### config.mk
export PLATFORM = sky130hd
export DESIGN_NAME = uart_rx_buf_ctrl
export DESIGN_NICKNAME = d
export VERILOG_FILES = /design/src/rtl/uart_rx_buf_ctrl_pkg.sv /design/src/rtl/uart_sync_fifo.sv /design/src/rtl/uart_rx_buf_ctrl.sv
export SDC_FILE = /design/constraint.sdc
export NUM_CORES = 1
export LEC_CHECK = 0
export CAP_MARGIN = 20
export CELL_PAD_IN_SITES_DETAIL_PLACEMENT = 1
export CELL_PAD_IN_SITES_GLOBAL_PLACEMENT = 1
export CORE_UTILIZATION = 51
export DETAILED_ROUTE_END_ITERATION = 10
export PLACE_DENSITY = 0.76
export SETUP_SLACK_MARGIN = 0.4
export SYNTH_ARGS = -nofsm -noshare
export SYNTH_HDL_FRONTEND = slang
export SYNTH_SLANG_ARGS = --single-unit
### constraint.sdc
create_clock -name clk_i -period 4.2 [get_ports clk_i]
set_clock_uncertainty 0.15 [all_clocks]
set_input_delay 0.84 -clock clk_i [delete_from_list [all_inputs] [get_ports clk_i]]
set_output_delay 0.84 -clock clk_i [all_outputs]
set_load 0.05 [all_outputs]
### src/rtl/uart_rx_buf_ctrl_pkg.sv
// Shared UART receive-buffer definitions: trigger encodings, entry layout, timeout scaling.
package uart_rx_buf_ctrl_pkg;

   typedef enum logic [1:0] {
      TRIG_1  = 2'b00,
      TRIG_4  = 2'b01,
      TRIG_8  = 2'b10,
      TRIG_14 = 2'b11
   } trig_sel_e;

   localparam int ENTRY_W   = 11;
   localparam int DATA_LSB  = 0;
   localparam int DATA_MSB  = 7;
   localparam int PE_BIT    = 8;
   localparam int FE_BIT    = 9;
   localparam int BI_BIT    = 10;
   localparam int TOUT_MULT = 64;
   localparam int TOUT_W    = 10;
   localparam int LVL_W     = 7;

   // Trigger level, clamped so shallow FIFOs can still raise the interrupt.
   function automatic logic [LVL_W-1:0] trig_level(input trig_sel_e sel, input int depth);
      int lvl;
      case (sel)
         TRIG_1:  lvl = 1;
         TRIG_4:  lvl = 4;
         TRIG_8:  lvl = 8;
         default: lvl = 14;
      endcase
      if (lvl > depth) lvl = depth;
      return LVL_W'(lvl);
   endfunction

endpackage

### src/rtl/uart_sync_fifo.sv
// Show-ahead synchronous FIFO; head visible combinationally, push accepted when full only with a same-cycle pop.
module uart_sync_fifo #(
   parameter int DEPTH = 16,
   parameter int WIDTH = 11
) (
   input  logic                     clk_i,
   input  logic                     rst_i,
   input  logic                     clr_i,
   input  logic                     push_i,
   input  logic                     pop_i,
   input  logic [WIDTH-1:0]         wdata_i,
   output logic [WIDTH-1:0]         rdata_o,
   output logic                     empty_o,
   output logic                     full_o,
   output logic [$clog2(DEPTH):0]   count_o
);
   localparam int AW = $clog2(DEPTH);

   logic [WIDTH-1:0] mem_q [DEPTH];
   logic [AW-1:0]    wr_ptr_q, rd_ptr_q;
   logic [AW:0]      count_q, count_d;
   logic             push_ok, pop_ok;

   always_comb begin
      pop_ok  = pop_i & ~empty_o & ~clr_i;
      push_ok = push_i & (~full_o | pop_ok) & ~clr_i;
      count_d = count_q + (AW+1)'(push_ok) - (AW+1)'(pop_ok);
   end

   always_ff @(posedge clk_i) begin
      if (rst_i || clr_i) begin
         wr_ptr_q <= '0;
         rd_ptr_q <= '0;
         count_q  <= '0;
      end else begin
         if (push_ok) wr_ptr_q <= wr_ptr_q + 1'b1;
         if (pop_ok)  rd_ptr_q <= rd_ptr_q + 1'b1;
         count_q <= count_d;
      end
   end

   always_ff @(posedge clk_i) begin
      if (push_ok) mem_q[wr_ptr_q] <= wdata_i;
   end

   assign rdata_o = mem_q[rd_ptr_q];
   assign empty_o = (count_q == '0);
   assign full_o  = (count_q == (AW+1)'(DEPTH));
   assign count_o = count_q;

endmodule

### src/rtl/uart_rx_buf_ctrl.sv
// UART receive buffer control: edge-detected push, overrun/error tracking, character timeout.
// Interrupt outputs are registered (one clk); pushes into a full FIFO without a pop are dropped as overruns.
module uart_rx_buf_ctrl
   import uart_rx_buf_ctrl_pkg::*;
#(
   parameter int DEPTH = 16
) (
   input  logic                    clk_i,
   input  logic                    rst_i,
   input  logic                    brcx16_i,
   input  logic [3:0]              num_bits_i,
   input  logic                    parity_en_i,
   input  logic                    rx_d_rdy_i,
   input  logic [7:0]              rx_d_i,
   input  logic                    rx_pe_i,
   input  logic                    rx_fe_i,
   input  logic                    rx_bi_i,
   input  logic                    fifo_clr_i,
   input  logic [1:0]              trig_sel_i,
   input  logic                    rd_i,
   input  logic                    lsr_rd_i,
   output logic [7:0]              rd_data_o,
   output logic [2:0]              rd_err_o,
   output logic                    empty_o,
   output logic                    full_o,
   output logic [$clog2(DEPTH):0]  count_o,
   output logic                    ovr_err_o,
   output logic                    err_in_fifo_o,
   output logic                    rx_itr_o,
   output logic                    ls_itr_o
);
   localparam int CW = $clog2(DEPTH) + 1;

   logic               rdy_q, arm_q, ovr_q, ovr_d, tout_q, tout_d, rx_itr_q, ls_itr_q;
   logic [CW-1:0]      err_cnt_q, err_cnt_d;
   logic [TOUT_W-1:0]  tcnt_q, tcnt_d, tout_thr;
   logic               push_req, pop_req, push_ok, overrun, entry_err, head_err, tzero;
   logic [ENTRY_W-1:0] wdata, head;

   always_comb begin
      wdata                    = '0;
      wdata[DATA_MSB:DATA_LSB] = rx_d_i;
      wdata[PE_BIT]            = rx_pe_i;
      wdata[FE_BIT]            = rx_fe_i;
      wdata[BI_BIT]            = rx_bi_i;

      // arm_q masks the first clk after reset so a level already high then is not an edge.
      push_req  = arm_q & rx_d_rdy_i & ~rdy_q & ~fifo_clr_i;
      pop_req   = rd_i & ~empty_o & ~fifo_clr_i;
      push_ok   = push_req & (~full_o | pop_req);
      overrun   = push_req & full_o & ~pop_req;
      entry_err = rx_pe_i | rx_fe_i | rx_bi_i;
      head_err  = |rd_err_o;

      ovr_d = ovr_q;
      if (overrun)       ovr_d = 1'b1;
      else if (lsr_rd_i) ovr_d = 1'b0;

      err_cnt_d = err_cnt_q + CW'(push_ok & entry_err) - CW'(pop_req & head_err);

      tout_thr = TOUT_W'(TOUT_MULT * (2 + int'(num_bits_i) + int'(parity_en_i)));
      tzero    = push_req | pop_req | fifo_clr_i | empty_o;
      tcnt_d   = tcnt_q;
      if (tzero)                               tcnt_d = '0;
      else if (brcx16_i && tcnt_q < tout_thr)  tcnt_d = tcnt_q + 1'b1;
      tout_d = ~tzero & (tcnt_d >= tout_thr);
   end

   always_ff @(posedge clk_i) begin
      if (rst_i) begin
         rdy_q     <= 1'b0;
         arm_q     <= 1'b0;
         ovr_q     <= 1'b0;
         err_cnt_q <= '0;
         tcnt_q    <= '0;
         tout_q    <= 1'b0;
         rx_itr_q  <= 1'b0;
         ls_itr_q  <= 1'b0;
      end else begin
         rdy_q     <= rx_d_rdy_i;
         arm_q     <= 1'b1;
         ovr_q     <= ovr_d;
         err_cnt_q <= fifo_clr_i ? '0 : err_cnt_d;
         tcnt_q    <= tcnt_d;
         tout_q    <= tout_d;
         rx_itr_q  <= (LVL_W'(count_o) >= trig_level(trig_sel_e'(trig_sel_i), DEPTH)) | tout_q;
         ls_itr_q  <= ovr_q | (~empty_o & head_err);
      end
   end

   uart_sync_fifo #(
      .DEPTH (DEPTH),
      .WIDTH (ENTRY_W)
   ) u_fifo (
      .clk_i   (clk_i),
      .rst_i   (rst_i),
      .clr_i   (fifo_clr_i),
      .push_i  (push_req),
      .pop_i   (pop_req),
      .wdata_i (wdata),
      .rdata_o (head),
      .empty_o (empty_o),
      .full_o  (full_o),
      .count_o (count_o)
   );

   assign rd_data_o     = head[DATA_MSB:DATA_LSB];
   assign rd_err_o      = head[BI_BIT:PE_BIT];
   assign ovr_err_o     = ovr_q;
   assign err_in_fifo_o = |err_cnt_q;
   assign rx_itr_o      = rx_itr_q;
   assign ls_itr_o      = ls_itr_q;

endmodule

-- Word level (Yosys, flattened, before mapping)
Memories as Yosys holds them, arrays and structs flattened. A register that Yosys moved wholly into a read port is not among the register bits.
Cells that the tools add are included.
- register bits: 34
- memory bits (writable): 176
- bits of input ports: 25
- memories: 1
- add/subtract/negate cells: 9
- order comparisons: 4
- equality and inequality tests: 3
- multiplexer cells: 13
- bitwise logic cells: 31
- reduce and logical (&&, ||, !) cells: 8
- memories (name ; words ; bits a word ; read ports ; clocked after memory_dff ; wr ports ; RTL line ; RTL):
    u_fifo.mem_q ; 16 ; 11 ; 1 ; 1 ; 1 ; uart_sync_fifo.sv:19 ; logic [WIDTH-1:0] mem_q [DEPTH];
- operators with widths (cell ; number):
    $gt A32 B6 Y1 const B ; 1
    $mux W32 ; 1
    $mux W10 ; 2
    $and A1 B1 Y1 ; 16
    $mux W7 ; 2
    $pmux W4 S3 ; 1
    $add A10 B1 Y10 const B ; 1
    $add A5 B1 Y5 ; 2
    $ge A10 B10 Y1 ; 1
    $lt A10 B10 Y1 ; 1
    $sub A5 B1 Y5 ; 2
    $or A1 B1 Y1 ; 9
    $add A4 B1 Y4 const B ; 2
    $mux W4 ; 2
    $ge A5 B7 Y1 ; 1
    $not A1 Y1 ; 6
    $eq A5 B5 Y1 const B ; 1
    $logic_not A5 Y1 ; 1
    $mux W1 ; 5
    $reduce_or A5 Y1 ; 1
    $add A2 B4 Y4 const A ; 1
    $add A4 B1 Y4 ; 1
    $reduce_or A3 Y1 ; 1
    $eq A2 B1 Y1 const B ; 1
    6 further kinds ; 6

-- Depth between registers and ports, before layout
- word-level depth: 11
- gate-level depth with buffers: 17

-- Cells and area by module
A second synthesis with hierarchy kept.
- cell total of the unflattened synthesis: 551
- area, all modules: 8957.3 µm²
- by module, submodules not included (module ; instances ; cells an instance ; area an instance (µm²)):
    uart_sync_fifo ; 1 ; 384 ; 7526.0
    uart_rx_buf_ctrl ; 1 ; 167 ; 1431.4

-- Least setup slack after synthesis
No wires, ideal clock.
- path type: flip-flop to flip-flop
- start: register u_fifo.count_q[3] (netlist: u_fifo.count_o[3])
- end: register err_cnt_q[4]
- arrival time: 4460 ps
- data required time: 3979 ps
- setup slack: -481 ps
- cell stages (with the launch flop): 16
- path buffers: 0
- cells stage by stage: dfxtp_1 inv_1 ha_1 nor4b_1 nand2b_1 nor3_1 ha_1 inv_1 ha_1 inv_1 fa_1 inv_1 a21oi_1 nor2_1 or3_1 a21oi_1
- word-level cells in the longest chain between the ends: 9
- elaborated cells on any way between the ends: 12
- ends and longest elaborated chain (element ; RTL line ; RTL):
    start, declared ; uart_sync_fifo.sv:21 ; logic [AW:0] count_q, count_d;
    start signal, assigned ; uart_sync_fifo.sv:38 ; count_q <= count_d;
    $logic_not A5 Y1 (*) ; uart_sync_fifo.sv:47 ; assign empty_o = (count_q == '0);
    named net empty_o ; uart_rx_buf_ctrl.sv:24 ; output logic empty_o,
    $not A1 Y1 (*) ; uart_rx_buf_ctrl.sv:49 ; pop_req = rd_i & ~empty_o & ~fifo_clr_i;
    $and A1 B1 Y1 (*) (2 in a row) ; uart_rx_buf_ctrl.sv:49 ;
    $or A1 B1 Y1 ; uart_rx_buf_ctrl.sv:50 ; push_ok = push_req & (~full_o | pop_req);
    $and A1 B1 Y1 ; uart_rx_buf_ctrl.sv:50 ;
    $and A1 B1 Y1 ; uart_rx_buf_ctrl.sv:59 ; err_cnt_d = err_cnt_q + CW'(push_ok & entry_err) - CW'(pop_req & head_err);
    $add A5 B1 Y5 ; uart_rx_buf_ctrl.sv:59 ;
    $sub A5 B1 Y5 (*) ; uart_rx_buf_ctrl.sv:59 ;
    end signal, assigned ; uart_rx_buf_ctrl.sv:83 ; err_cnt_q <= fifo_clr_i ? '0 : err_cnt_d;
    end, declared ; uart_rx_buf_ctrl.sv:35 ; logic [CW-1:0] err_cnt_q, err_cnt_d;
The timed path passes the listed nets; every way through them passes the cells marked *.
A chain may end at the register's enable or synchronous reset.

-- Worst setup path in the final report
- start: input port num_bits_i[1]
- end: register tout_q
- word-level cells in the longest chain between the ends: 8
- ends and longest elaborated chain (element ; RTL line ; RTL):
    start, declared ; uart_rx_buf_ctrl.sv:11 ; input logic [3:0] num_bits_i,
    $add A2 B4 Y4 ; uart_rx_buf_ctrl.sv:61 ; tout_thr = TOUT_W'(TOUT_MULT * (2 + int'(num_bits_i) + int'(parity_en_i)));
    $add A4 B1 Y4 ; uart_rx_buf_ctrl.sv:61 ;
    $lt A10 B10 Y1 ; uart_rx_buf_ctrl.sv:65 ; else if (brcx16_i && tcnt_q < tout_thr) tcnt_d = tcnt_q + 1'b1;
    $logic_and A1 B1 Y1 ; uart_rx_buf_ctrl.sv:65 ;
    $mux W10 ; uart_rx_buf_ctrl.sv:65 ;
    $mux W10 ; uart_rx_buf_ctrl.sv:64 ; if (tzero) tcnt_d = '0;
    named net tcnt_d[7] ; uart_rx_buf_ctrl.sv:36 ; logic [TOUT_W-1:0] tcnt_q, tcnt_d, tout_thr;
    $ge A10 B10 Y1 ; uart_rx_buf_ctrl.sv:66 ; tout_d = ~tzero & (tcnt_d >= tout_thr);
    $and A1 B1 Y1 ; uart_rx_buf_ctrl.sv:66 ;
    end signal, assigned ; uart_rx_buf_ctrl.sv:85 ; tout_q <= tout_d;
    end, declared ; uart_rx_buf_ctrl.sv:34 ; logic rdy_q, arm_q, ovr_q, ovr_d, tout_q, tout_d, rx_itr_q, ls_itr_q;
The timed path passes the listed nets, and every way through them passes these cells.

==> impl_metrics.ini <==
[synthesis]
synth_most_common_cell = edfxtp_1
synth_area_leader_cell = edfxtp_1
ys_seq_area_frac = 0.664
synth_edf_count = 176
synth_area_mm2 = 0.00910
synthCells = 530
synthTopCellsByArea = edfxtp_1 (58%), mux4_1 (8.7%), dfxtp_1 (8.4%)
syn_avg_cell_area_um2 = 17.2
yosys_warnings = 0
async_flop_share = 0
ys.flop_type = edfxtp_1
synth-seq-cells = 214
synthDominantCellAreaShare = 0.580
post_synth_num_cell_types = 49
syn_nets = 588
ys_top_cells_by_count = edfxtp_1 (176), nor2_1 (49), dfxtp_1 (38)

[power_and_ir_drop]
fin_total_pwr_mw = 4.75
p_clk_frac = 0.423
power.density_mw_per_mm2 = 438
internal_power_mw = 3.69
seq_power_share = 0.490
p_sw_frac = 0.223
leakage_nw = 3.70
ir_worst_vdd_mv = 0.321
switching_power_mw = 1.06
pwr-share-comb = 0.087

[worst_setup_path]
cp.arrival_ns = 3.98
rr_endpoint = err_cnt_q[4]
rrSetupSlack_ns = 0.54
worstPathRequired_ns = 4.43
startpoint_type = input port
endpoint_kind = flop
worst-r2r-cell-count = 15
path_class = input port to flop
path_max_fanout = 3

[worst_hold_path]
timing.hold.worst_path_depth = 2
min_from = ovr_err_o
hold_path_class = flop to flop
hold_end = ls_itr_o

[drt]
num_vias = 4973
route.detailed.drc = 0
drt_pass1_iterations = 4
wl_per_cell_um = 23.5
routed_via_density = 5.78
drt_wl_total_mm = 20.2
drt_iter0_drc = 292
ant_nets = 0

[placement]
placed_area_mm2 = 0.00995
gp_congestion = 0.801
hpwlAfterDp_mm = 12.9
io_buffers = 46

[clocking]
cts_sinks = 214
cts_tree = yes
cts_made_buffers = 22
cts_buffer_depth = 3
clk_pin_slew_ns = 0.06
htree_levels = 1
clock_latency_ns = 0.50
cts_root_buf = clkbuf_16

[grt]
grt_pass1_wl_mm = 30.5
track_usage = 0.229
grt_pass1_vias = 5346
grt_max_degree = 21
grt_antenna_before_repair = 0
gr-total-overflow = 0

[die]
die_w_um = 136
ios = 47
initial_core_util = 0.525
dieArea_mm2 = 0.0184
rows = 48
die_h_um = 136
coreArea_mm2 = 0.0174

[sta]
rsz0062_at_grt = true
slew_violations = 0
fin_crit_ns = 3.75
max_clock_freq_mhz = 267
final_hold_viol_count = 0
period_share = 0.893
relSlewSlack = 0.488
worstMarginPinSlew_ns = 0.767
fin_setup_tns_ns = 0
final-setup-viol-count = 0

[layout]
antenna_cells = 0
final_nets = 677
final_area_mm2 = 0.0108
drive_above_1_share = 0.192
area_growth_pct = 19.0
fill_cells = 1568

[outcome]
run_status = complete, no violations

[flow_run]
max_cap_violations = 0
-- per-layer routing --
| metal | up-vias | wire [um] | track usage | share of wire |
|---|---|---|---|---|
| li1 | 2240 | - | - | - |
| met1 | 2576 | 8190 | 0.297 | 0.41 |
| met2 | 125 | 10500 | 0.399 | 0.52 |
| met3 | 32 | 1030 | 0.0307 | 0.051 |
| met4 | 0 | 436 | 0.0718 | 0.022 |
| met5 | - | 0 | 0 | 0 |
-- kinds of logic (layout without fill, tap and decap cells) --
group / count (synthesis) / after routing / synth area share
DFF: 214 / 214 / 0.664
and+or+nand+nor: 121 / 121 / 0.0653
muxes: 64 / 64 / 0.152
buffers and inverters: 44 / 149 / 0.0265
adders and majority gates: 33 / 33 / 0.0470
AOI/OAI and AO/OA: 32 / 32 / 0.0243
xor gates and xnor gates: 22 / 22 / 0.0212
-- state kept, by name, indices dropped and copies added, names as in the netlist, named ones only --
register	cells
u_fifo.mem_q	176
tcnt_q	10
err_cnt_q	5
u_fifo.count_o	5
u_fifo.rd_ptr_q	4
u_fifo.wr_ptr_q	4
arm_q	1
ls_itr_o	1
ovr_err_o	1
rdy_q	1
rx_itr_o	1
tout_q	1
-- layout by cell type (no fill, tap or decap), types with 5 or more instances in the layout --
cell type,count
edfxtp_1,176
nor2_1,49
buf_4,38
dfxtp_1,35
clkdlybuf4s50_1,32
mux4_1,30
ha_1,29
clkbuf_16,25
inv_1,22
mux4_2,20
nand2_1,18
xor2_1,14
a21oi_1,13
mux2i_1,11
dlygate4sd2_1,9
nand2b_1,8
nor2b_1,7
xnor2_1,7
nand4_1,6
nor3_1,6
o21ai_0,5
nor3_2,5
-- power by group through the flow --
stage                     Combinational (mW)  Sequential (mW)  Clock, mW
after global placement                 0.384             2.37          0
after detailed placement               0.401             2.37          0
final                                  0.414             2.33       2.01
after CTS                              0.406             2.33       2.05
after floorplan                        0.241             2.39          0
after global routing                   0.446             2.33       2.12
-- what timing repair did --
item,in CTS,in global routing
cloned,0,0
buffers inserted,2,7
pin swaps,11,4
setup endpoints to repair,12,5
hold buffers,0,0
gates resized for setup,22,13
-- metrics by stage --
step / utilization / std cells / hold slack [ns] / setup slack (ns)
floorplan: - / 530 / 0.317 / 0.412
global placement: 0.573 / 811 / 0.314 / 0.0471
detailed placement: 0.573 / 811 / 0.348 / -0.206
CTS: 0.620 / 853 / 0.354 / 0.419
global route: 0.624 / 860 / 0.380 / 0.336
finish: 0.624 / 860 / 0.354 / 0.450
-- worst max path at each step --
| stage | start | to | slack [ns] |
|---|---|---|---|
| detailed placement | num_bits_i[0] | tout_q | -0.21 |
| floorplan | u_fifo.count_o[3] | err_cnt_q[4] | 0.41 |
| global placement | num_bits_i[0] | tout_q | 0.05 |
| finish | num_bits_i[1] | tout_q | 0.45 |
| global route | flop | err_cnt_q[4] | 0.34 |
| CTS | flop | rd_data_o[1] | 0.42 |
-- worst max-delay path, cell delays in order --
cell and delay (ns):
clkdlybuf4s50_1 0.49, inv_2 0.06, ha_4 0.16, xor2_2 0.15, ha_1 0.28, o211ai_1 0.11
o211ai_1 0.40, nor3_2 0.10, xnor2_1 0.22, nor2_1 0.09, ha_1 0.29, nor2b_1 0.14
o21a_1 0.16, o21a_1 0.19, o21bai_1 0.19, o41ai_2 0.10
-- area by class of cell --
cell class / count / area (um^2) / share of cell area
clock inverter: 12 / 123 / 0.0113
tap: 225 / 282 / 0.0260
inverter: 24 / 90.1 / 0.00831
sequential: 214 / 6050 / 0.559
clock buffer: 28 / 637 / 0.0588
timing repair buffer: 85 / 743 / 0.0686
multi-input combinational: 272 / 2910 / 0.268
Note: power is estimated with default switching activity, not from simulation.
